<file path="src/rtl/memory_access_sequencer.sv">
// Arbitrates core and debug memory requests onto one memory controller and
// walks each access through a check phase so faulty stores never write.
`timescale 1ns/1ps

package memory_access_sequencer_pkg;
  typedef enum logic [1:0] {
    NOP           = 2'd0,
    LOAD          = 2'd1,
    STORE_PRELOAD = 2'd2,
    STORE         = 2'd3
  } MemoryMode_t;
endpackage

module memory_access_sequencer
  import memory_access_sequencer_pkg::*;
#(
  parameter bit DEBUG_HAS_PRIORITY = 1'b0
) (
  input  logic              clock,
  input  logic              reset,
  input  logic              coreRequest,
  input  logic              coreIsStore,
  input  logic [2:0]        coreFunct3,
  input  logic [31:0]       coreRs1,
  input  logic [31:0]       coreImmediate,
  input  logic [31:0]       coreRs2,
  output logic              coreDone,
  output logic              coreError,
  input  logic              debugRequest,
  input  logic              debugIsStore,
  input  logic [2:0]        debugFunct3,
  input  logic [31:0]       debugAddress,
  input  logic [31:0]       debugWriteData,
  output logic              debugDone,
  output logic              debugError,
  output logic [31:0]       readData,
  output MemoryMode_t       memoryMode,
  output logic [2:0]        memFunct3,
  output logic [31:0]       memRs1,
  output logic [31:0]       memImmediateI,
  output logic [31:0]       memImmediateS,
  output logic [31:0]       memRs2,
  input  logic [31:0]       memoryOutput,
  input  logic              memoryUnalignedAccess,
  input  logic              memoryBadFunct3
);

  typedef enum logic [2:0] {
    IDLE,
    LOAD_ISSUE,
    LOAD_CAPTURE,
    STORE_CHECK,
    STORE_WRITE
  } State_t;

  State_t state;
  logic   lastGrantDebug;
  logic   ownerDebug;
  logic   grantAny;
  logic   grantDebug;
  logic   grantIsStore;
  logic   accessError;
  logic   opEnd;
  logic   opError;

  assign accessError = memoryUnalignedAccess | memoryBadFunct3;

  // On a tie, round-robin hands the grant to whoever was not served last.
  always_comb begin
    grantAny   = coreRequest | debugRequest;
    grantDebug = debugRequest;
    if (coreRequest && debugRequest) begin
      grantDebug = DEBUG_HAS_PRIORITY ? 1'b1 : ~lastGrantDebug;
    end
    grantIsStore = grantDebug ? debugIsStore : coreIsStore;
  end

  always_comb begin
    opEnd   = 1'b0;
    opError = 1'b0;
    case (state)
      LOAD_ISSUE, STORE_CHECK: begin
        opEnd   = accessError;
        opError = accessError;
      end
      LOAD_CAPTURE, STORE_WRITE: opEnd = 1'b1;
      default: ;
    endcase
  end

  always_ff @(posedge clock) begin
    if (reset) begin
      state          <= IDLE;
      memoryMode     <= NOP;
      coreDone       <= 1'b0;
      coreError      <= 1'b0;
      debugDone      <= 1'b0;
      debugError     <= 1'b0;
      readData       <= 32'd0;
      memFunct3      <= 3'd0;
      memRs1         <= 32'd0;
      memImmediateI  <= 32'd0;
      memImmediateS  <= 32'd0;
      memRs2         <= 32'd0;
      lastGrantDebug <= 1'b1;
      ownerDebug     <= 1'b0;
    end else begin
      coreDone   <= opEnd & ~ownerDebug;
      coreError  <= opError & ~ownerDebug;
      debugDone  <= opEnd & ownerDebug;
      debugError <= opError & ownerDebug;

      case (state)
        IDLE: begin
          if (grantAny) begin
            ownerDebug     <= grantDebug;
            lastGrantDebug <= grantDebug;
            if (grantDebug) begin
              memFunct3     <= debugFunct3;
              memRs1        <= debugAddress;
              memImmediateI <= 32'd0;
              memImmediateS <= 32'd0;
              memRs2        <= debugWriteData;
            end else begin
              memFunct3     <= coreFunct3;
              memRs1        <= coreRs1;
              memImmediateI <= coreImmediate;
              memImmediateS <= coreImmediate;
              memRs2        <= coreRs2;
            end
            if (grantIsStore) begin
              state      <= STORE_CHECK;
              memoryMode <= STORE_PRELOAD;
            end else begin
              state      <= LOAD_ISSUE;
              memoryMode <= LOAD;
            end
          end
        end
        LOAD_ISSUE: begin
          if (accessError) begin
            state      <= IDLE;
            memoryMode <= NOP;
          end else begin
            state      <= LOAD_CAPTURE;
            memoryMode <= LOAD;
          end
        end
        // The controller returns little-endian words; the requesters expect big-endian.
        LOAD_CAPTURE: begin
          readData   <= {memoryOutput[7:0], memoryOutput[15:8],
                         memoryOutput[23:16], memoryOutput[31:24]};
          state      <= IDLE;
          memoryMode <= NOP;
        end
        STORE_CHECK: begin
          if (accessError) begin
            state      <= IDLE;
            memoryMode <= NOP;
          end else begin
            state      <= STORE_WRITE;
            memoryMode <= STORE;
          end
        end
        STORE_WRITE: begin
          state      <= IDLE;
          memoryMode <= NOP;
        end
        default: begin
          state      <= IDLE;
          memoryMode <= NOP;
        end
      endcase
    end
  end

endmodule
</file>
<file path="config.mk">
export PLATFORM = sky130hd
export DESIGN_NAME = memory_access_sequencer
export DESIGN_NICKNAME = d
export VERILOG_FILES = /design/src/rtl/memory_access_sequencer.sv
export SDC_FILE = /design/constraint.sdc
export NUM_CORES = 1
export LEC_CHECK = 0
export ABC_AREA = 1
export CAP_MARGIN = 20
export CORE_AREA = 2 2 144 146
export DETAILED_ROUTE_END_ITERATION = 6
export DIE_AREA = 0 0 146 148
export DONT_BUFFER_PORTS = 1
export SKIP_CTS_REPAIR_TIMING = 1
export SYNTH_ARGS = -nofsm -noshare
export SYNTH_HDL_FRONTEND = slang
export SYNTH_SLANG_ARGS = --single-unit
</file>
<file path="constraint.sdc">
create_clock -name clock -period 3.09 [get_ports clock]
set_clock_uncertainty 0.05 [all_clocks]
set_input_delay 0.309 -clock clock [delete_from_list [all_inputs] [get_ports clock]]
set_output_delay 0.309 -clock clock [all_outputs]
set_load 0.01 [all_outputs]
</file>
==> results of run 1 <==
per-stage QoR:
step                      utilization (%)  setup slack, ps  hold slack, ps  cell area (um^2)  cells
after floorplan                         -             1790           375.8              6549    965
after global placement              31.63             1281           331.1              6339   1152
after detailed placement            31.63             1217           332.9              6339   1152
after CTS                           34.57             1229          -125.5              6927   1184
after global routing                37.26            745.9           1.942              7467   1237
final                               37.26            892.0          0.5259              7467   1237
synth_stat cells (all sizes together):
cell type / instances / area (um^2)
nor2: 216 / 833.3
dfxtp: 142 / 2843
o21ai: 67 / 335.3
clkbuf: 16 / 61.30
nand3: 42 / 210.2
nand4: 34 / 212.7
buf: 79 / 606.8
or2: 1 / 6.260
a21oi: 36 / 180.2
nand2: 250 / 950.9
nor3: 1 / 5.000
inv: 81 / 304.0
cells in the final DEF, fill, tap and decap left out, types with 2 or more instances in the layout:
| cell | n |
|---|---|
| sky130_fd_sc_hd__dlygate4sd3_1 | 52 |
| sky130_fd_sc_hd__a21oi_1 | 36 |
| sky130_fd_sc_hd__nand2_1 | 247 |
| sky130_fd_sc_hd__o21ai_1 | 44 |
| sky130_fd_sc_hd__inv_6 | 4 |
| sky130_fd_sc_hd__nand3_1 | 42 |
| sky130_fd_sc_hd__nor2_1 | 213 |
| sky130_fd_sc_hd__inv_1 | 78 |
| sky130_fd_sc_hd__buf_12 | 3 |
| sky130_fd_sc_hd__nand4_1 | 34 |
| sky130_fd_sc_hd__nor2_4 | 3 |
| sky130_fd_sc_hd__nand2_2 | 2 |
| sky130_fd_sc_hd__clkinvlp_4 | 4 |
| sky130_fd_sc_hd__dfxtp_1 | 142 |
| sky130_fd_sc_hd__inv_8 | 4 |
| sky130_fd_sc_hd__o21ai_0 | 23 |
| sky130_fd_sc_hd__clkbuf_16 | 17 |
| sky130_fd_sc_hd__buf_4 | 10 |
| sky130_fd_sc_hd__inv_4 | 2 |
path summary, 6_finish.rpt:
path	cells after the start	slack, ps	to	from
worst max-delay path	5	890	readData[9]	state[1]
worst min-delay path	2	0.5	memImmediateS[10]	coreImmediate[10]
worst max register to register	5	890	readData[9]	state[1]
worst min register to register	2	410	lastGrantDebug	lastGrantDebug
state kept, by name, summed over array words and instances (netlist names):
signal / count
memImmediateS: 32
debugError: 1
memRs2: 32
ownerDebug: 1
lastGrantDebug: 1
coreError: 1
debugDone: 1
coreDone: 1
memFunct3: 3
readData: 32
memoryMode: 2
state: 3
memRs1: 32
worst max-delay path, delay by kind of cell (launching register included):
family | cells | cell delay (ps)
and+or+nand+nor | 2 | 240
AOI/OAI and AO/OA | 1 | 160
DFF | 1 | 430
buffers and inverters | 2 | 1250
where the power goes:
part	switching [mW]	internal, mW
logic	0.497	0.272
clock network	0.895	1.16
registers	0.282	2.03
metal layers:
layer | part of all wire, % | track usage, %
met5 | 0 | 0
met4 | 3.0 | 7.233
met3 | 8.4 | 5.617
met2 | 49 | 27.29
met1 | 40 | 18.27
cells by family after synthesis:
| group | Yosys count |
|---|---|
| AO/OA/AOI/OAI | 103 |
| buffers and inverters | 176 |
| AND/OR/NAND/NOR | 544 |
| flip-flops | 142 |
cell type report:
| class | instances | area, um^2 | share of cell area (%) |
|---|---|---|---|
| Sequential cell | 142 | 2843 | 38.07 |
| Multi-Input combinational cell | 647 | 2734 | 36.61 |
| Timing Repair Buffer | 65 | 655.6 | 8.780 |
| Clock buffer | 18 | 439.2 | 5.881 |
| Tap cell | 270 | 337.8 | 4.524 |
| Inverter | 81 | 309.0 | 4.139 |
| Clock inverter | 14 | 148.9 | 1.994 |
==> results.md, run 1 <==
- Entering global routing, the biggest net connects 88 pins.
- After synthesis, flip-flops and latches occupy 43.41% of the total area.
- The flow ran to the end, and the final reports show no timing, DRC or antenna violations.
- The worst max-slew margin expressed relative to the limit is 38.13%.
- The signal on the critical path passes through nand3_1, inv_1, nand2_1, a21oi_1, dlygate4sd3_1.
- The worst path uses 71.13% of the clock period.
- The wire length of the first global-routing pass is 27.61 mm.
- In this run the deepest clock path goes through 2 buffers.
- The horizontal die dimension is 146 um.
- The warning count from the yosys run is 0.
- Clock-pin slew was measured on the worst setup and hold paths at 70 ps.
- The first detailed-routing pass took 7 iterations.
- Synthesis produced a netlist whose cell count is 965.
- The overall track demand over capacity in global routing is 16.07%.
- Counting flops and latches in the post-synthesis netlist gives 142.
- Setup repair after global routing left no endpoint under its margin.
- The path class of the lowest-slack min-delay path is input port to flop.
- At the end of routability-driven placement, the weighted congestion stood at 0.7821.
- For the final routed database, the setup TNS stands at 0 ps.
- The number of standard-cell rows in the floorplan is 52.
- The combinational family with the most area after synthesis is simple AND/OR/NAND/NOR gates.
- The initial utilization of the core area, before any placement, comes to 32.68%.
- The DRC violations left is 0.
- For the worst setup path, the data arrival time is 2510 ps.
- The clock root buffer master is sky130_fd_sc_hd__clkbuf_16.
- The number of hold-slack violations in the final timing report was 0.
- For this design the ratio of total power to cell area is 688.5 nW/um^2.
- The clock latency reported for the late side of the worst-skew pair is 420 ps.
- At the pin with the least slew margin, the transition time is 927.0 ps.
- The residual antenna-violating net count after detailed routing is 0.
- The mux share of post-synthesis cell area is 0%.
- The number of maximum-capacitance constraint violations is 0.
- The synthesized netlist devotes 33.87% of its cell area to simple gates.
- The stage delay of the slowest cell on the critical path is 690 ps.
- Summing the areas of all compound-gate instances in the mapped netlist gives 7.872% of the synthesized area.
- The core region is 20040 um^2.
- The worst setup path is launched from a flop.
- The final layout net count is 1160.
- The number of CTS-inserted buffers is 17.
- The HPWL after detailed placement is 12.53 mm.
- Derived from the worst setup path, the maximum achievable clock frequency is 455.0 MHz.
- Compared with the post-synthesis result, the final layout area differs by 14.02%.
- The ratio of cells with drive above 1 in the final layout is 5.688%.
- The number of setup violations in the final report is 0.
- The detailed router placed 5856 vias in this run.
- The post-detailed-routing wire length is 18.85 mm.
- Pin placement for this block handled 375 I/O pins.
- The tree built by TritonCTS fans out to 142 sinks.
- The initial antenna violation count is 0.
- The highest ir drop seen on vdd is 304.5 uV.
- Dividing the synthesized area by the synthesized cell count gives 6.786 um^2.
- The TritonCTS clock tree is yes.
- The post-synthesis share of cell area spent on xor and xnor gates is 0%.
- For this design the static power due to leakage is 3.455 nW.
- For this block, the initial DRC count from the detailed router was 286.
- The overall die area is 21610 um^2.
- The required time at the endpoint of the critical path is 3400 ps.
- The slowest stage of the critical path is the sky130_fd_sc_hd__inv_1 cell.
- The post-route total power is 5.141 mW.
- 0 antenna diodes ended up in the layout.
- The minimum period implied by the final worst setup slack is 2198 ps.
- In the final routed layout, each cell accounts on average for 15.24 um.
- The filler cells instantiated in the layout total 2087.
- The number of global-route vias before repair is 5196.
- Summing the areas of all fa, ha and maj instances in the mapped netlist gives 0% of the synthesized area.
- The post-detailed-route via-to-cell ratio is 4.734.
- The number of buffers added on ports is 0.
- The kind of critical path is flop to flop.
- The number of different library cells in the post-synthesis netlist is 22.
- The kind of end point of the critical path is a flop.
- The largest fanout on the critical path is 32.
- The final count of pins violating max slew was 0.
- The die is 148 um tall.
- The post-synthesis instance area is 6549 um^2.
- The H-tree was split into 4 levels.
- Global routing finished with a remaining overflow of 0.
- When the netlist entered floorplanning its net count stood at 1171.
(Power assumes the default switching activity.)
==> run 2: changes to the inputs <==
- CORE_AREA: 2 2 144 146 -> 2 2 148 150
- DIE_AREA: 0 0 146 148 -> 0 0 150 152
- clock period: 3.09 -> 1.8 ns (I/O delays scaled with it)
==> results.md, run 2 (synthesis results as in run 1) <==
- At the pin with the least slew margin, the transition time is 438.6 ps.
- The number of hold-slack violations in the final timing report is 27.
- In this run, the number of DRC markers left after iteration 0 of detailed routing was 393.
- The number of buffers added on ports is 0.
- The number of standard-cell rows in the floorplan is 54.
- The TritonCTS clock tree is yes.
- Power spread over the standard cell area amounts to 1045 nW/um^2.
- The length of the first detailed-routing pass in iterations is 7.
- For the worst setup path, the data arrival time is 1860 ps.
- Cells with a size suffix above 1 make up 6.158% of the layout.
- In this run, the clock network consumes 38.0% of the power.
- The floorplan step defined a core boundary enclosing 21350 um^2.
- The critical path is of the flop to flop type.
- The minimum period implied by the final worst setup slack is 1612 ps.
- The overall die height is 152 um.
- The number of buffers between clock root and the deepest sink is 2.
- In the routed layout, each cell is associated on average with a via count of 4.778.
- The net switching power is 2.967 mW.
- The startpoint identified for the worst register-to-register timing path is state[0].
- The wire length of the first global-routing pass is 27.79 mm.
- The critical path startpoint category is a flop.
- The weighted congestion reported at the end of routability-driven placement is 0.8161.
- The layout overhead on the synthesized area is 33.66%.
- In this run the count of I/O pins placed on the die edge is 375.
- The worst-case reg-to-reg path depth is 8.
- The run finished, with violations left.
- The number of global-route vias before repair is 5487.
- The routed design has 20.98 mm of wire.
- The residual antenna-violating net count after detailed routing is 0.
- The final layout net count is 1281.
- The path class of the tightest hold or removal check is input port to flop.
- The critical path starts at state[0].
- Net switching is 32.43% of the power.
- The final total negative setup slack is 0 ps.
- The clock latency reported for the late side of the worst-skew pair is 410 ps.
- Counting the fill cells in the layout gives 2073.
- Across the VDD grid, the largest voltage drop is 567.1 uV.
- Setup violations remaining at the end of the flow were counted as 0.
- Setup repair after global routing left no endpoint under its margin.
- Leaving out fill and tap cells, the most frequent cells in the layout are sky130_fd_sc_hd__nand2_1 (247), sky130_fd_sc_hd__nor2_1 (213), sky130_fd_sc_hd__dlygate4sd3_1 (161).
- The register-to-register setup slack is 190 ps.
- The relative contribution of sequential cells to total power is 43.5%.
- The upper clock frequency limit is 620.5 MHz.
- For this configuration, the core starts out at a cell density of 30.67%.
- The number of levels in the clock H-tree is 4.
- In the final layout, flip-flops and latches occupy 2843 um^2.
- The number of maximum-capacitance constraint violations is 0.
- The worst register-to-register path ends at memRs1[19].
- The DRC violations left is 0.
- The worst max-slew margin expressed relative to the limit is 70.76%.
- In this run, the combinational gates consume 18.5% of the power.
- The critical path capture point is memRs1[19].
- Clock tree synthesis inserted a total of 17 buffers.
- The largest fanout on the critical path is 23.
- The final count of pins violating max slew came to 0.
- In the global route stage, overall resource usage came out at 15.36%.
- The commonest non-fill, non-tap cell in the layout is sky130_fd_sc_hd__nand2_1.
- On the final layout, the worst hold slack is -42.17 ps.
- The initial antenna violation count is 0.
- The cell-internal power is 6.180 mW.
- The clock root buffer master is sky130_fd_sc_hd__clkbuf_16.
- STA classifies the critical path endpoint as a flop.
- 0 antenna diodes ended up in the layout.
- The horizontal die dimension is 150 um.
- In this run the static leakage power is 4.006 nW.
- The via count is 6536.
- The routed wire length per instance is 15.33 um.
- The half-perimeter wire length of the detailed placement result is 13.05 mm.
- At the worst endpoint, the required time is 2050 ps.
- After detailed placement, the total cell area comes to 6514 um^2.
- Summed over all layers, the global routing overflow is 0.
- The final critical-path share of the clock period is 89.53%.
- The overall die area is 22800 um^2.
- The area of the multi-input gates is 2734 um^2.
- The largest net degree at the start of global routing is 55.
- CTS saw 142 sinks.
- Clock-pin slew was measured on the worst setup and hold paths at 70 ps.
- The final cell area excluding filler cells is 8753 um^2.
- The checks that failed: negative hold slack.
[run 2: changes by cell type in the layout (fill, tap and decap cells not counted)]
cell / before / now
sky130_fd_sc_hd__dlygate4sd3_1: 52 / 161
sky130_fd_sc_hd__clkbuf_8: 1 / 0
sky130_fd_sc_hd__clkinv_2: 0 / 2
sky130_fd_sc_hd__clkinvlp_4: 4 / 2
sky130_fd_sc_hd__clkbuf_16: 17 / 18
sky130_fd_sc_hd__inv_6: 4 / 6
sky130_fd_sc_hd__buf_4: 10 / 14
sky130_fd_sc_hd__inv_8: 4 / 3
sky130_fd_sc_hd__buf_12: 3 / 10
[run 2: layout make-up]
type / count / share of cell area [%]
clock buffers: 17 / 4.860
clock inverters: 15 / 1.715
inverters: 81 / 3.531
multi-input cells: 647 / 31.23
flip-flops and latches: 142 / 32.48
well taps: 280 / 4.002
repair buffers: 186 / 22.18
[run 2: critical path, cell delays in order (launching register included)]
cell                      delay [ps]
sky130_fd_sc_hd__dfxtp_1         350
sky130_fd_sc_hd__nor2_4          180
sky130_fd_sc_hd__nand2_2         100
sky130_fd_sc_hd__nor2_4          200
sky130_fd_sc_hd__buf_12          210
sky130_fd_sc_hd__buf_12          180
sky130_fd_sc_hd__nand2_1          60
sky130_fd_sc_hd__nor2_1          100
sky130_fd_sc_hd__nor2_1           50
[run 2: per-layer routing]
metal  global-route usage (%)  up-vias  wire, um
met5                        0        -         0
met4                    7.772        0       867
met3                    5.345       63      1708
met1                    16.78     2917      8164
met2                    26.14      361     10240
li1                         -     3195         -
[run 2: power groups by stage]
stage	Combinational [mW]	Sequential, mW	Clock (mW)
final	1.69	3.98	3.48
after global placement	1.30	4.05	0
after detailed placement	1.32	4.04	0
after CTS	1.32	3.98	3.61
after floorplan	1.23	3.89	0
after global routing	1.91	4.02	3.73
[run 2: metrics by stage]
step | cells | setup WS, ps | hold slack (ps) | total power [mW] | utilization (%)
2_1_floorplan | 965 | 500.3 | 273.8 | 5.126 | -
3_3_place_gp | 1172 | 225.1 | 201.5 | 5.349 | 30.51
3_5_place_dp | 1172 | 180.9 | 203.7 | 5.366 | 30.51
4_1_cts | 1204 | 165.4 | -254.5 | 8.915 | 33.20
5_1_grt | 1368 | 16.77 | -2.211 | 9.651 | 41.00
6_report | 1368 | 188.4 | -42.17 | 9.146 | 41.00
[run 2: worst min-delay path by stage]
stage,from,end,depth (start not counted)
floorplan,memoryOutput[18],readData[10],2
global placement,reset,readData[5],1
detailed placement,reset,readData[0],1
CTS,reset,readData[1],1
global route,debugWriteData[3],memRs2[3],4
finish,coreRs1[12],memRs1[12],4
==> run 3: changes to the inputs <==
- CORE_AREA: 2 2 148 150 -> 2 2 144 146
- DIE_AREA: 0 0 150 152 -> 0 0 146 148
- SLEW_MARGIN: not set -> 20
==> results.md, run 3 (synthesis results as in run 1) <==
- The critical path startpoint category is a flop.
- The post-route netlist has 6.335% of its cells at a drive strength greater than 1.
- STA puts the critical path data required time at 2070 ps.
- STA classifies the critical path endpoint as a flop.
- VDD sags by at most 563.4 uV.
- The layout overhead on the synthesized area is 35.82%.
- TritonCTS created 17 clock buffers.
- The post-placement cell area is 6526 um^2.
- The area inside the core boundary is 20040 um^2.
- After clock tree synthesis, the clock-pin slew on the worst setup and hold paths is 70 ps.
- The number of global-route vias before repair came to 5359.
- Cell internal power was estimated by the tool at 6.199 mW.
- The die is 148 um tall.
- The net switching power is 2.994 mW.
- The power per cell area is 1033 nW/um^2.
- The arrival time at the worst endpoint is 1870 ps.
- The TritonCTS clock tree is yes.
- The final layout net count is 1298.
- The largest single stage delay on the critical path is 360 ps.
- The worst-case reg-to-reg path depth is 8.
- The via count is 6542.
- The run finished, with violations left.
- Based on the critical path, the design can be clocked at up to 624.5 MHz.
- The number of cells in the design after placement is 1167.
- The number of maximum-capacitance constraint violations is 0.
- In the layout the commonest cells are sky130_fd_sc_hd__nand2_1 (247), sky130_fd_sc_hd__nor2_1 (213), sky130_fd_sc_hd__dlygate4sd3_1 (175).
- The first global-routing pass estimated 27.91 mm of wire.
- The clock network is responsible for 38.6% of the overall power.
- For this configuration, the core starts out at a cell density of 32.68%.
- The tightest min-delay check is of the input port to flop type.
- The length of the first detailed-routing pass in iterations is 6.
- Setup violations remaining at the end of the flow were counted as 0.
- Net switching is 32.57% of the power.
- The residual antenna-violating net count after detailed routing is 0.
- The weighted congestion reported at the end of routability-driven placement is 0.7914.
- In the routed design, unresolved DRC markers number 0.
- The number of standard-cell rows in the floorplan is 52.
- The relative contribution of sequential cells to total power is 43.3%.
- The longest clock path from root to sink contains 2 buffers.
- The non-filler instance count after layout is 1375.
- Along the worst hold path, the cell count comes to 4.
- The clock root buffer master is sky130_fd_sc_hd__clkbuf_16.
- The largest net degree at the start of global routing is 68.
- The commonest non-fill, non-tap cell in the layout is sky130_fd_sc_hd__nand2_1.
- In this run the static leakage power is 4.070 nW.
- The half-perimeter wire length of the detailed placement result is 12.88 mm.
- The number of buffers added on ports is 0.
- During I/O placement, the number of pins put on the boundary was 375.
- The routed wire length per instance is 15.01 um.
- The post-route worst hold slack is -33.71 ps.
- After layout, the worst path uses 88.96% of the clock period.
- Walking the worst path, the cells encountered are nor2_4, nand2_2, nor2_4, buf_12, buf_12, nand2_1, nor2_1, nor2_1.
- The checks that failed: negative hold slack.
- The clock latency reported for the late side of the worst-skew pair is 410 ps.
- The post-detailed-routing wire length is 20.64 mm.
- The power share of the combinational group is 18.2%.
- The kind of critical path is flop to flop.
- Across every metal layer, demand over resource in global routing totals 16.21%.
- Along the worst path, the maximum fanout reaches 30.
- The horizontal die dimension is 146 um.
- Subtracting the final worst setup slack from the clock period gives 1601 ps.
- The number of antenna diodes is 0.
- Setup repair after global routing left no endpoint under its margin.
- The total overflow reported by the global router is 0.
- The die covers 21610 um^2.
- The first routing iteration left 341 violations.
- The number of hold-slack violations in the final timing report was 14.
- The measured slew at the worst slew-check pin is 430.6 ps.
- The number of levels in the clock H-tree is 4.
- Setup total negative slack on the finished layout was measured at 0 ps.
- The final cell area excluding filler cells is 8895 um^2.
- Clock tree synthesis found a total of 142 sinks.
- The worst max-slew margin expressed relative to the limit is 71.30%.
- Using the TritonRoute via totals, the vias-per-cell ratio works out to 4.758.
- The initial antenna violation count is 0.
- The final count of pins violating max slew was 0.
- The cell type of the slowest stage on the worst timing path is sky130_fd_sc_hd__dfxtp_1.
==> run 3: cell types whose count changed in the layout (fill, tap and decap cells not counted), moves of 2 or more <==
cell                            delta
sky130_fd_sc_hd__clkinv_8          +2
sky130_fd_sc_hd__clkinv_2          -2
sky130_fd_sc_hd__dlygate4sd3_1    +14
sky130_fd_sc_hd__buf_4             +5
==> run 3: worst paths after layout <==
check / startpoint / endpoint / slack, ps
hold / removal: debugAddress[7] / memRs1[7] / -30
hold reg to reg: lastGrantDebug / lastGrantDebug / 400
setup reg to reg: state[0] / memRs1[16] / 200
setup / recovery: state[0] / memRs1[16] / 200
==> run 3: area by class of cell <==
class / count / area [um^2]
multi-input combinational: 647 / 2734
tap: 270 / 337.8
timing repair buffer: 203 / 2074
clock inverter: 15 / 171.4
inverter: 81 / 309.0
sequential: 142 / 2843
fill: 1922 / 11140
clock buffer: 17 / 425.4
==> run 3: critical path: cells and delay by family (launching register included) <==
kind	cells	cell delay, ps
buffers and inverters	2	380
flip-flops	1	360
AND/OR/NAND/NOR	6	690
==> run 3: power by group through the flow <==
stage	combinational [mW]	sequential (mW)	clock [mW]
final	1.67	3.98	3.54
after global routing	1.89	4.01	3.80
after CTS	1.32	3.98	3.67
after detailed placement	1.32	4.04	0
after global placement	1.30	4.05	0
after floorplan	1.23	3.89	0
==> run 3: per-layer routing <==
metal	vias to the layer above	share of wire, %	global-route usage, %
met5	-	0	0
met4	0	3.9	7.670
met3	47	8.6	6.173
met2	332	50	27.76
met1	2935	38	17.79
li1	3228	-	-
==> run 3: per-stage QoR <==
step / worst slack [ps] / util [%] / total power, mW / hold WS, ps
floorplan: 500.3 / - / 5.126 / 273.8
global placement: 277.5 / 32.57 / 5.345 / 202.1
detailed placement: 244.2 / 32.57 / 5.365 / 204.0
CTS: 224.4 / 35.55 / 8.973 / -251.0
global route: 67.73 / 44.39 / 9.704 / 0.1155
finish: 198.7 / 44.39 / 9.192 / -33.71
